===== src/rtl/rx_bit_timer.sv =====
// USB receive bit-timing controller.
// Aligns to the first D+ edge after reception starts, then issues one
// shift_enable strobe per bit period and a byte_received pulse after every
// BITS_PER_BYTE strobes. All outputs are decoded from registers only.
// Optional feature macro: RX_TIMER_RESYNC_EN (re-centre the bit counter on
// every D+ edge seen while running).
module rx_bit_timer #(
   parameter int unsigned CLKS_PER_BIT  = 8,
   parameter int unsigned SAMPLE_POINT  = 3,
   parameter int unsigned BITS_PER_BYTE = 8
) (
   input  logic                             clk,
   input  logic                             rst,
   input  logic                             rcving,
   input  logic                             d_edge,
   output logic                             shift_enable,
   output logic                             byte_received,
   output logic [$clog2(BITS_PER_BYTE)-1:0] bit_idx
);

   localparam int unsigned CntW = $clog2(CLKS_PER_BIT);
   localparam int unsigned IdxW = $clog2(BITS_PER_BYTE);

   localparam logic [CntW-1:0] CntLast   = CntW'(CLKS_PER_BIT - 1);
   localparam logic [CntW-1:0] CntSample = CntW'(SAMPLE_POINT);
   localparam logic [IdxW-1:0] IdxLast   = IdxW'(BITS_PER_BYTE - 1);

   localparam logic [1:0] StIdle  = 2'd0;
   localparam logic [1:0] StAlign = 2'd1;
   localparam logic [1:0] StRun   = 2'd2;

   logic [1:0]      state_q, state_d;
   logic [CntW-1:0] clk_cnt_q, clk_cnt_d;
   logic [IdxW-1:0] bit_idx_q, bit_idx_d;
   logic            byte_rcvd_q, byte_rcvd_d;
   logic            strobe;

   // Sample strobe: decoded purely from state and counter registers
   always_comb begin
      strobe = (state_q == StRun) && (clk_cnt_q == CntSample);
   end

   // Next-state logic; dropping rcving overrides everything and also
   // cancels a byte_received that would otherwise fire next cycle
   always_comb begin
      state_d     = state_q;
      clk_cnt_d   = clk_cnt_q;
      bit_idx_d   = bit_idx_q;
      byte_rcvd_d = 1'b0;
      if (!rcving) begin
         state_d   = StIdle;
         clk_cnt_d = '0;
         bit_idx_d = '0;
      end else begin
         case (state_q)
            StIdle: begin
               clk_cnt_d = '0;
               bit_idx_d = '0;
               state_d   = StAlign;
            end
            StAlign: begin
               if (d_edge) begin
                  state_d   = StRun;
                  clk_cnt_d = '0;
                  bit_idx_d = '0;
               end
            end
            StRun: begin
               clk_cnt_d = (clk_cnt_q == CntLast) ? '0 : clk_cnt_q + CntW'(1);
               if (strobe) begin
                  if (bit_idx_q == IdxLast) begin
                     bit_idx_d   = '0;
                     byte_rcvd_d = 1'b1;
                  end else begin
                     bit_idx_d = bit_idx_q + IdxW'(1);
                  end
               end
`ifdef RX_TIMER_RESYNC_EN
               // Edge restarts the bit period; a coincident strobe still counts
               if (d_edge) begin
                  clk_cnt_d = '0;
               end
`endif
            end
            default: begin
               state_d   = StIdle;
               clk_cnt_d = '0;
               bit_idx_d = '0;
            end
         endcase
      end
   end

   // State registers with synchronous active-high reset
   always_ff @(posedge clk) begin
      if (rst) begin
         state_q     <= StIdle;
         clk_cnt_q   <= '0;
         bit_idx_q   <= '0;
         byte_rcvd_q <= 1'b0;
      end else begin
         state_q     <= state_d;
         clk_cnt_q   <= clk_cnt_d;
         bit_idx_q   <= bit_idx_d;
         byte_rcvd_q <= byte_rcvd_d;
      end
   end

   assign shift_enable  = strobe;
   assign byte_received = byte_rcvd_q;
   assign bit_idx       = bit_idx_q;

endmodule


===== config.mk =====
export PLATFORM = sky130hd
export DESIGN_NAME = rx_bit_timer
export DESIGN_NICKNAME = d
export VERILOG_FILES = /design/src/rtl/rx_bit_timer.sv
export SDC_FILE = /design/constraint.sdc
export NUM_CORES = 1
export LEC_CHECK = 0
export ABC_CLOCK_PERIOD_IN_PS = 1600
export CAP_MARGIN = 20
export CORE_AREA = 3 3 40 42
export DETAILED_ROUTE_END_ITERATION = 8
export DIE_AREA = 0 0 43 45
export GPL_TIMING_DRIVEN = 0
export PLACE_DENSITY = 0.55
export SLEW_MARGIN = 0
export SYNTH_ARGS = -nofsm -noshare
export SYNTH_HDL_FRONTEND = slang
export SYNTH_SLANG_ARGS = --single-unit

===== constraint.sdc =====
create_clock -name clk -period 1.6 [get_ports clk]
set_input_delay 0.16 -clock clk [delete_from_list [all_inputs] [get_ports clk]]
set_output_delay 0.16 -clock clk [all_outputs]
set_load 0.1 [all_outputs]

==> reports/results.ini <==
[outcome]
run_status = finished clean

[synthesis]
most_used_dff_post_synth = sky130_fd_sc_hd__dfxtp_1
yosys-top-cells-area = sky130_fd_sc_hd__dfxtp_1 (42%), sky130_fd_sc_hd__ha_1 (15%), sky130_fd_sc_hd__a21oi_1 (4.7%)
post_synth_inst_count = 44
yosysTopAreaCellShare = 0.420
number_of_distinct_library_cells_after_synthesis = 21
synth_enable_flop_cells = 0
synth.top_cells.by_count = sky130_fd_sc_hd__dfxtp_1 (9), sky130_fd_sc_hd__ha_1 (5), sky130_fd_sc_hd__a21oi_1 (4)
synthMostInstantiatedCell = sky130_fd_sc_hd__dfxtp_1
yosysTopAreaCell = sky130_fd_sc_hd__dfxtp_1
postSynthNetCount = 53
synth.avg_cell_area_um2 = 9.75
cell_area_after_synthesis_um2 = 429
synthesized_flop_and_latch_total = 9
synth_seq_area_share = 0.420
synth-warning-count = 0
synth_async_sr_flop_share = 0

[flow_run]
maxCapViolations = 0

[power]
power.switching_fraction = 0.206
share_comb_of_total_power = 0.053
p_seq_frac = 0.545
power_report.internal_total_uw = 335
power_density_nw_per_um2 = 730
leakagePower_nw = 0.223
switchingPower_uw = 86.6
power.clock.fraction = 0.402
irDropWorstVdd_v = 0.000474

[cells_and_area]
antenna_cells_inserted = 0
fin_area_um2 = 577
drive_above_1_share = 0.268
fillers = 142
flow.area_growth_from_synthesis_pct = 34.4
fin_nets = 66
multi_input_area_um2 = 243
storage_element_area_um2 = 185

[floorplanning]
die_h_um = 45
design.portCount = 9
rows = 13
core_area_um2 = 1280
die-width_um = 43
floorplan.initialDensity = 0.334
design.die.area_um2 = 1940

[worst_setup_path]
critical_path_class = reg -> out
worstPathRequired_ns = 1.44
r2r_cells = 6
rrSetupSlack_ns = 0.13
maximum_net_fanout_on_the_critical_path = 5
setup.worst_path.start_class = register
r2r_start = clk_cnt_q[0]
nature_of_the_critical_path_endpoint = primary output
regToRegEndpoint = bit_idx[0]
timing.critical_path.arrival_ns = 1.40

[min_path]
worstHoldEndpoint = clk_cnt_q[0]
hp-start = clk_cnt_q[0]
holdCritPathClass = reg -> reg
min_path_cells = 2

[cts]
clock_sinks = 9
cts.clk_slew.worst_paths_ns = 0.06
clk_lat_worst_skew_ns = 0.25
max-clock-path-buffers = 2
post_cts_buffers = 0
htree_levels = 1
ctsRootBufferMaster = sky130_fd_sc_hd__clkbuf_4
numCtsBuffers = 3
cts_tree = done
cts_hold_buf = 0

[drt]
ant_nets = 0
detail_route.wirelength_um = 772
drt_first_iter_violations = 5
num_vias = 350
drt-vias-per-instance = 4.93
drcViolationCount = 0
detailedRoute.firstPassIterationCount = 3
wl_per_cell_um = 10.9

[placement]
gpl.final_weighted_congestion = 0.607
placement.setup.worst_slack_ns = -0.640
detail_placement_hpwl_um = 560
dpl-instance-area_um2 = 534
buffer_ports.inserted = 8

[timing]
final_critical_path_setup_slack_ns = 0.0409
finalSetupTns_ns = 0
final-setup-viol-count = 0
skew_ns = 0.000749
final-hold-violation-count = 0
fmax_ghz = 0.641
maxSlewViolCount = 0
min_period_over_period = 0.974
timing_worst_slew_pin_value_ns = 0.943
setup_repair_after_global_routing_missed_its_margin = true
slew-limit-headroom = 0.374
period_needed_ns = 1.56

[grt]
grt_start_max_net_pins = 9
grt_usage = 0.0853
antenna_found_initial = 0
gr-total-overflow = 0
via_count_of_the_first_global_routing_pass = 307
global_route_wire_length_before_repair_um = 1190

## worst max path at each step
stage,end,startpoint
detailed placement,shift_enable,clk_cnt_q[0]
global placement,shift_enable,clk_cnt_q[0]
floorplan,bit_idx[0],clk_cnt_q[0]
global route,shift_enable,clk_cnt_q[0]
CTS,shift_enable,clk_cnt_q[0]
finish,shift_enable,clk_cnt_q[0]
## power groups by stage
stage                     clock network, mW  logic [mW]  registers (mW)
after floorplan                           0      0.0108           0.233
after global placement                    0      0.0223           0.234
after detailed placement                  0      0.0222           0.234
after CTS                             0.178      0.0226           0.229
after global routing                  0.188      0.0241           0.230
final                                 0.169      0.0223           0.229
## cell families (layout without fill, tap and decap cells)
group / Yosys count / count (layout) / synth area share
AO/OA/AOI/OAI: 11 / 11 / 0.160
AND/OR/NAND/NOR: 15 / 15 / 0.230
adder cells (fa/ha/maj): 5 / 5 / 0.146
buffers and inverters: 4 / 16 / 0.0437
flip-flops: 9 / 9 / 0.420
## layer usage
layer,vias to the layer above,routed length (um),track usage
met3,0,70,0.0637
li1,183,-,-
met2,12,346,0.147
met5,-,0,0
met1,155,356,0.0829
met4,0,0,0.0181
## cell usage in the layout (no fill, tap or decap), types with 2 or more instances in the layout
cell type	count
sky130_fd_sc_hd__nand3b_1	2
sky130_fd_sc_hd__clkbuf_1	2
sky130_fd_sc_hd__clkdlybuf4s50_1	3
sky130_fd_sc_hd__ha_1	4
sky130_fd_sc_hd__clkbuf_4	3
sky130_fd_sc_hd__a2bb2oi_1	2
sky130_fd_sc_hd__nor2_1	2
sky130_fd_sc_hd__dfxtp_2	4
sky130_fd_sc_hd__o21ai_0	3
sky130_fd_sc_hd__nand2_1	2
sky130_fd_sc_hd__nand2b_1	2
sky130_fd_sc_hd__clkbuf_2	2
sky130_fd_sc_hd__dfxtp_1	5
sky130_fd_sc_hd__a21oi_1	4
sky130_fd_sc_hd__inv_1	2
## sequential cells by signal (all words and copies together), names as in the netlist
signal         flops
clk_cnt_q          3
bit_idx            3
byte_received      1
state_q            2
## worst max-delay path: stages (launching register included)
cell and delay (ns):
sky130_fd_sc_hd__dfxtp_2 0.34, sky130_fd_sc_hd__ha_4 0.16, sky130_fd_sc_hd__ha_1 0.18, sky130_fd_sc_hd__and3b_1 0.18, sky130_fd_sc_hd__buf_6 0.13, sky130_fd_sc_hd__buf_12 0.16
## layout make-up
type | instances | share of cell area
sequential | 9 | 0.321
timing repair buffer | 8 | 0.141
buffer | 2 | 0.0260
tap | 15 | 0.0325
clock buffer | 4 | 0.0456
inverter | 2 | 0.0130
multi-input combinational | 31 | 0.421
## metrics by stage
stage,hold WS [ns],total power [mW],utilization,cells
after CTS,0.481,0.430,0.446,71
final,0.487,0.421,0.449,71
after floorplan,0.264,0.244,-,44
after global placement,0.459,0.256,0.416,67
after detailed placement,0.469,0.257,0.416,67
after global routing,0.512,0.442,0.449,71
## what timing repair did
action                                  CTS  global route
resized for setup                        18             6
pin swaps                                 0             0
endpoints found under the setup margin    5             5
Power figures use the tool's default switching activity.
